==> src/rtl/commit_watchdog_pkg.sv <==
// monitor_pkg: error codes, memory FSM states and first-error priority helper
package monitor_pkg;
    typedef enum logic [3:0] {
        ERR_NONE          = 4'd0,
        ERR_RW_BOTH       = 4'd1,
        ERR_SPURIOUS_RESP = 4'd2,
        ERR_REQ_UNSTABLE  = 4'd3,
        ERR_MEM_TIMEOUT   = 4'd4,
        ERR_COMMIT_GAP    = 4'd5,
        ERR_WATCHDOG      = 4'd6
    } errcode_t;

    typedef enum logic [1:0] {IDLE, RD_WAIT, WR_WAIT} mem_state_t;

    function automatic errcode_t first_err(input logic [6:1] v);
        errcode_t e;
        e = ERR_NONE;
        for (int i = 6; i >= 1; i--) if (v[i]) e = errcode_t'(4'(i));
        return e;
    endfunction
endpackage

==> src/rtl/commit_watchdog_mem_proto_checker.sv <==
// mem_proto_checker: memory handshake FSM with wait counter; flags per-cycle protocol errors (bits 1..4)
module mem_proto_checker
    import monitor_pkg::*;
#(
    parameter int MEM_TIMEOUT = 1024
) (
    input  logic        clk,
    input  logic        rst_n,
    input  logic        mem_read,
    input  logic        mem_write,
    input  logic        mem_resp,
    input  logic [31:0] mem_address,
    input  logic [31:0] mem_wdata,
    input  logic [3:0]  mem_byte_enable,
    output logic [4:1]  errs
);
    mem_state_t  state;
    logic [31:0] addr_q, wdata_q;
    logic [3:0]  be_q;
    logic [15:0] cnt;
    logic        waiting, both, req, changed, unstable, tmo, spur;

    // write data and mask only matter while a write is outstanding
    always_comb begin
        waiting  = state != IDLE;
        both     = mem_read & mem_write;
        req      = state == RD_WAIT ? mem_read : mem_write;
        changed  = mem_address != addr_q ||
                   (state == WR_WAIT && (mem_wdata != wdata_q || mem_byte_enable != be_q));
        unstable = waiting && !mem_resp && (!req || changed);
        tmo      = waiting && !mem_resp && cnt == 16'(MEM_TIMEOUT - 1);
        spur     = !waiting && mem_resp;
        errs     = {tmo, unstable, spur, both};
    end

    always_ff @(posedge clk or negedge rst_n) begin
        if (!rst_n) begin
            state   <= IDLE;
            addr_q  <= '0;
            wdata_q <= '0;
            be_q    <= '0;
            cnt     <= '0;
        end else if (both) begin
            state <= IDLE;
            cnt   <= '0;
        end else if (!waiting) begin
            if (mem_read || mem_write) begin
                state   <= mem_read ? RD_WAIT : WR_WAIT;
                addr_q  <= mem_address;
                wdata_q <= mem_wdata;
                be_q    <= mem_byte_enable;
                cnt     <= 16'd1;
            end
        end else if (mem_resp || unstable || tmo) begin
            state <= IDLE;
            cnt   <= '0;
        end else begin
            cnt <= cnt + 16'd1;
        end
    end
endmodule

==> src/rtl/commit_watchdog.sv <==
// commit_watchdog: retirement order tagging, halt detection, commit watchdog and sticky first-error/done reporting
module commit_watchdog
    import monitor_pkg::*;
#(
    parameter int NUM_CH      = 2,
    parameter int ORDER_W     = 64,
    parameter int TIMEOUT     = 100000000,
    parameter int MEM_TIMEOUT = 1024,
    parameter int DRAIN       = 30
) (
    input  logic                      clk,
    input  logic                      rst_n,
    input  logic [NUM_CH-1:0]         commit,
    input  logic [NUM_CH-1:0]         halt_req,
    input  logic                      mem_read,
    input  logic                      mem_write,
    input  logic                      mem_resp,
    input  logic [31:0]               mem_address,
    input  logic [31:0]               mem_wdata,
    input  logic [3:0]                mem_byte_enable,
    output logic [NUM_CH*ORDER_W-1:0] order,
    output logic                      halt,
    output logic [3:0]                errcode,
    output logic                      done
);
    logic [ORDER_W-1:0] base, next_base;
    logic [NUM_CH:0]    prev;
    logic [31:0]        idle;
    logic [15:0]        drain;
    logic [4:1]         mem_errs;
    logic               gap, hit, any, run, wd;
    errcode_t           err_q;

    mem_proto_checker #(.MEM_TIMEOUT(MEM_TIMEOUT)) u_mem (
        .clk             (clk),
        .rst_n           (rst_n),
        .mem_read        (mem_read),
        .mem_write       (mem_write),
        .mem_resp        (mem_resp),
        .mem_address     (mem_address),
        .mem_wdata       (mem_wdata),
        .mem_byte_enable (mem_byte_enable),
        .errs            (mem_errs)
    );

    // prev[i] is commit[i-1], with a virtual always-committing channel below ch0
    always_comb begin
        next_base = base;
        for (int i = 0; i < NUM_CH; i++) begin
            order[i*ORDER_W +: ORDER_W] = next_base;
            next_base = next_base + ORDER_W'(commit[i]);
        end
        prev = {commit, 1'b1};
        gap  = |(commit & ~prev[NUM_CH-1:0]);
        hit  = |(commit & halt_req);
        any  = |commit;
        run  = !halt && err_q == ERR_NONE;
        wd   = run && !any && idle == 32'(TIMEOUT - 1);
    end

    always_ff @(posedge clk or negedge rst_n) begin
        if (!rst_n) begin
            base  <= '0;
            halt  <= 1'b0;
            idle  <= '0;
            err_q <= ERR_NONE;
            drain <= '0;
            done  <= 1'b0;
        end else begin
            if (!halt) base <= next_base;
            if (hit) halt <= 1'b1;
            if (any) idle <= '0;
            else if (run) idle <= idle + 32'd1;
            if (err_q == ERR_NONE) err_q <= first_err({wd, gap, mem_errs});
            if (err_q != ERR_NONE && !done) drain <= drain + 16'd1;
            if (halt || (err_q != ERR_NONE && drain == 16'(DRAIN - 1))) done <= 1'b1;
        end
    end

    assign errcode = err_q;
endmodule
==> config.mk <==
export PLATFORM = sky130hd
export DESIGN_NAME = commit_watchdog
export DESIGN_NICKNAME = d
export VERILOG_FILES = /design/src/rtl/commit_watchdog_pkg.sv /design/src/rtl/commit_watchdog_mem_proto_checker.sv /design/src/rtl/commit_watchdog.sv
export SDC_FILE = /design/constraint.sdc
export NUM_CORES = 1
export LEC_CHECK = 0
export BUFFER_PORTS_ARGS = -buffer_cell sky130_fd_sc_hd__buf_2
export CORE_MARGIN = 3
export CORE_UTILIZATION = 62
export DETAILED_ROUTE_END_ITERATION = 7
export GPL_TIMING_DRIVEN = 0
export PLACE_DENSITY = 0.88
export SYNTH_ARGS = -nofsm -noshare
export SYNTH_HDL_FRONTEND = slang
export SYNTH_SLANG_ARGS = --single-unit
==> constraint.sdc <==
create_clock -name clk -period 8.6 [get_ports clk]
set_input_delay 0.43 -clock clk [delete_from_list [all_inputs] [get_ports clk]]
set_output_delay 0.43 -clock clk [all_outputs]
set_load 0.03 [all_outputs]
Yosys cells after proc, flatten, opt, wreduce, memory -nomap -nowiden
Index checks and enable logic that the tools add are counted.

storage, ports and cells
  register bits = 204
  input port bits = 77
  logic and storage cells = 82

cells by class
  $add $sub $neg = 5
  equal/unequal tests = 9
  multiplexer cells = 18
  bitwise gates (word level) = 6
  reduce and logical (&&, ||, !) cells = 33

operators by type and width
  kind                   count
  $add 64x1->64          2
  $mux 16                4
  $mux 32                2
  $ne 32x32->1           2
  $add 16x1->16 const B  2
  $add 32x1->32 const B  1
  $eq 32x27->1 const B   1
  $mux 4                 5
  $eq 16x10->1 const B   1
  $eq 16x5->1 const B    1
  $logic_and 1x1->1      10
  $mux 2                 5
  $logic_or 1x1->1       7
  $logic_not 1->1        6
  $reduce_or 2->1        3
  $and 2x2->2            2
  $logic_not 4->1        1
  $ne 4x4->1             1
  $reduce_bool 2->1      2
  $reduce_bool 4->1      1
  $mux 3                 1
  $ne 3x3->1 const B     1
  $reduce_and 3->1       1
  $reduce_bool 3->1      1
  7 further kinds        8

Logic depth before layout (Yosys ltp)
  depth after elaboration = 11
  gate-level depth with buffers = 14

Modules after synthesis
A second synthesis with hierarchy kept.

unflattened totals
  cell total of the unflattened synthesis = 1,390
  area total of the unflattened synthesis = 13,040.0 um2

by module, submodules not included
  module             times used  cells an instance  area each (um2)  seq. area each (um2)
  commit_watchdog    1           1,028              8,630.8          2,927.8
  mem_proto_checker  1           362                4,409.2          2,152.1

Least setup slack after synthesis
No wires, ideal clock.

  kind = flip-flop to flip-flop
  start = reg base[0]
  end = reg base[63]
  arrival = 4.057 ns
  required time = 8.466 ns
  setup slack = 4.409 ns
  cell stages (with the launch flop) = 12
  path buffers = 0
  period minus slack after synthesis = 4.191 ns
  cell sequence = dfrtp_1 > ha_1 > ha_1 > nand2_1 > or4_1 > or2_4 > nor4_2 > xor2_1 > nand4_4 > or3_1 > o32a_1 > xnor2_1

on the way
  cells in the longest elaborated chain, start to end = 2

RTL lines
  item                      RTL line               text
  start: declaration        commit_watchdog.sv:26  logic [ORDER_W-1:0] base, next_base;
  start signal: assignment  commit_watchdog.sv:70  if (!halt) base <= next_base;
  $add 64x1->64             commit_watchdog.sv:51  next_base = next_base + ORDER_W'(commit[i]);
  net order[116]            commit_watchdog.sv:21  output logic [NUM_CH*ORDER_W-1:0] order,
  $add 64x1->64             commit_watchdog.sv:51

The timed path passes the listed nets, and every way through them passes these cells.
A chain may end at the register's enable or synchronous reset.

Final worst setup path
  start = reg base[0]
  end = reg base[23]

on the way
  cells in the longest elaborated chain, start to end = 2

RTL lines
  item                        RTL line
  $add 64x1->64 (2 in a row)  commit_watchdog.sv:51

No other way between the ends.

==> key figures <==
Final layout
  – Final net count: 1630
  – Antenna cells: 0
  – Commonest cells after routing, fill and taps aside: buf_2 (216), dfrtp_1 (203), xor2_1 (115), nand2_1 (108), xnor2_1 (100)
  – Layout cell share with drive strength beyond 1: 0.242
  – Most common cell after layout, fill and taps aside: buf_2
  – Area grow syn2layout: 17.1%
  – Filler cell count: approximately 1500
  – Post-route cell area: 0.0146 mm²
  – Final Util: 0.745

Die
  – Core Rows: just over 50
  – I/O Pins: approximately 210
  – Die Height: between 100 and 150 µm
  – Core ar.: 0.0197 mm²
  – Initial Utilization: 0.636
  – Die Width: about 150 µm
  – Die area: between 0.02 and 0.025 mm²

Detailed routing
  – Drt drc: 0
  – First-pass iteration count of the detailed router: 5
  – Drt initial violations: between 800 and 900
  – Drt wl/cell: about 19 µm
  – Vias/cell: ~6.1
  – Routed wire length: between 30000 and 40000 µm
  – Post-route ant nets: 0
  – DR vias: between 10000 and 15000

STA
  – Clock Skew: roughly 0.015 ns
  – RSZ-0062 raised after global routing: no
  – Max-slew headroom: 0.101
  – Tmin final: 5.03 ns
  – Hold Fails Final Rpt: 0
  – WHS: between 0.1 and 0.15 ns
  – Final slew viol count: 0
  – Fin Setup TNS: 0 ns
  – Fmax: about 0.2 GHz
  – # setup viols final: 0
  – Slew @ Worst Pin: approximately 1.3 ns
  – Crit share post-route: 0.585

Clock tree
  – Clock-pin slew on the worst setup and hold paths: about 0.060 ns
  – Cts bufs inserted: 23
  – CTS tree: done
  – Post-cts resize count: 0
  – H-tree levels: 1
  – CTS sink cnt: approximately 200
  – Deepest clock path buffer count: 3
  – Worst-skew pair later-pin latency: ~0.52 ns
  – Clock Root Buffer: clkbuf_16

Logic synthesis
  – Warnings, synthesis: 0
  – Top FF cell, synth: dfrtp_1
  – Register area share after synthesis: 0.407
  – Distinct cells, synth: between 80 and 90
  – Syn Nets: 1394
  – FFs w/ async S/R, synth: 1.00
  – Avg Cell Area, Syn: roughly 9.5 µm²
  – Mapped Area: approximately 0.012 mm²
  – Syn Inst Count: approximately 1300
  – Synthesized flop and latch total: just over 200
  – Post-synth EDFFs: 0

Global routing
  – Total gr overflow: 0
  – Initial antenna violation count: 1
  – Number of global-route vias before repair: 11200
  – Total track usage: 0.319
  – Largest net degree at the start of global routing: about 120
  – Global-route wire length before repair: 57100 µm

Place
  – Post-DP Area: between 0.01 and 0.015 mm²
  – # port buffers: roughly 210
  – DP Wirelength: 25900 µm
  – Gpl congestion: between 0.9 and 1

Run
  – # Max-Cap Violations: 0

Pwr
  – Overall power: 0.00285 W
  – LEAKAGE: about 6.5 nW
  – Power Dens Cells: between 150 and 200 mW/mm²
  – Peak VDD IR: around 0.19 mV

Worst setup path
  – Arr. time, crit path: roughly 5.5 ns
  – Startpoint types: flip-flop
  – Endpoint class of the critical path: flip-flop
  – Worst Setup Path Type: reg -> reg
  – CP Max Fanout: 10
  – CP required: between 9 and 10 ns

Run status
  – Outcome: completed

Hold path
  – Hold Path Class: in -> reg
-- flip-flops by register name (all words and copies together), names as in the netlist --
name / count
u_mem.wdata_q: 32
base: 64
u_mem.cnt: 16
u_mem.addr_q: 32
u_mem.state: 2
drain: 16
errcode: 3
u_mem.be_q: 4
done: 1
idle: 32
halt: 1
-- cell usage after synthesis (16+ instances only) --
master / number / area [µm²]
inv_1: 28 / 105
and3_1: 30 / 188
o21ai_0: 52 / 260
xnor2_1: 100 / 876
nor2_1: 89 / 334
xor2_1: 115 / 1010
nor4_1: 41 / 257
nand2_1: 108 / 405
a21oi_1: 35 / 175
clkbuf_1: 39 / 146
dfrtp_1: 203 / 5080
and4_1: 18 / 158
nand3_1: 64 / 320
o31ai_1: 16 / 120
and2_1: 19 / 119
nor3_1: 26 / 130
mux2_2: 72 / 811
nand4_1: 63 / 394
-- metal layers --
| metal | vias to the layer above | GRT usage | wire, µm |
|---|---|---|---|
| met5 | - | 0 | 0 |
| met4 | 0 | 0.129 | 1490 |
| met3 | 105 | 0.0681 | 3460 |
| met2 | 532 | 0.537 | 17000 |
| met1 | 5363 | 0.402 | 13200 |
| li1 | 5177 | - | - |
-- report_power, final --
part	total, W	internal [W]	leakage [nW]	switching [W]
combinational	0.000703	0.000270	3.54	0.000433
clock	0.000948	0.000549	0.351	0.000399
sequential	0.00119	0.00107	2.56	0.000124
total	0.00285	0.00189	6.45	0.000956
-- worst paths after layout --
| path | from | endpoint | slack [ns] | cells past startpoint |
|---|---|---|---|---|
| hold / removal | halt_req[1] | halt$_DFFE_PN0P_ | 0.13 | 2 |
| setup / recovery | base[0]$_DFFE_PN0N_ | base[23]$_DFFE_PN0N_ | 3.57 | 12 |
| setup reg to reg | base[0]$_DFFE_PN0N_ | base[23]$_DFFE_PN0N_ | 3.57 | 12 |
| hold reg to reg | drain[15]$_DFFE_PN0P_ | drain[15]$_DFFE_PN0P_ | 0.48 | 1 |
| min in group asynchronous | rst_n | base[27]$_DFFE_PN0N_ | 0.52 | 2 |
| max in group asynchronous | rst_n | u_mem.be_q[0]$_DFFE_PN0P_ | 7.08 | 3 |
-- critical path, stage by stage, from the launching register on --
cell and delay, ns:
dfrtp_1 0.39, ha_1 0.31, ha_1 0.29, buf_2 0.22
nor4b_1 0.42, a21oi_1 0.12, nor4b_1 0.88, and3_1 0.26
clkbuf_1 0.44, nor4bb_1 1.02, a31oi_1 0.19, nor2_1 0.20
xor2_1 0.19
-- cells by family after synthesis --
kind of cell / synth area share
other: 0.000300
buffers and inverters: 0.0325
and+or+nand+nor: 0.252
AOI/OAI and AO/OA: 0.0804
DFF: 0.407
xor gates and xnor gates: 0.152
adders and majority gates: 0.00881
muxes: 0.0673
-- repair_timing --
| action | 4_1_cts | 5_1_grt |
|---|---|---|
| hold buffers | 1 | 0 |
| setup buffers | 0 | 0 |
| hold endpoints to repair | 88 | 0 |
-- through the flow --
stage / instances / setup slack [ns]
final: 1825 / 3.57
after global routing: 1825 / 3.24
after CTS: 1825 / 3.69
after detailed placement: 1784 / 3.55
after global placement: 1783 / 3.63
after floorplan: 1309 / 4.41
-- area by class of cell --
| cell class | count | area (µm²) | share of cell area |
|---|---|---|---|
| Multi-Input combinational cell | 1018 | 7010 | 0.479 |
| Sequential cell | 203 | 5080 | 0.347 |
| Timing Repair Buffer | 211 | 1090 | 0.0747 |
| Clock buffer | 32 | 639 | 0.0437 |
| Tap cell | 265 | 332 | 0.0227 |
| Buffer | 60 | 302 | 0.0206 |
| Inverter | 28 | 105 | 0.00718 |
| Clock inverter | 8 | 75.1 | 0.00513 |
No activity file was read; power rests on OpenSTA's default activity.
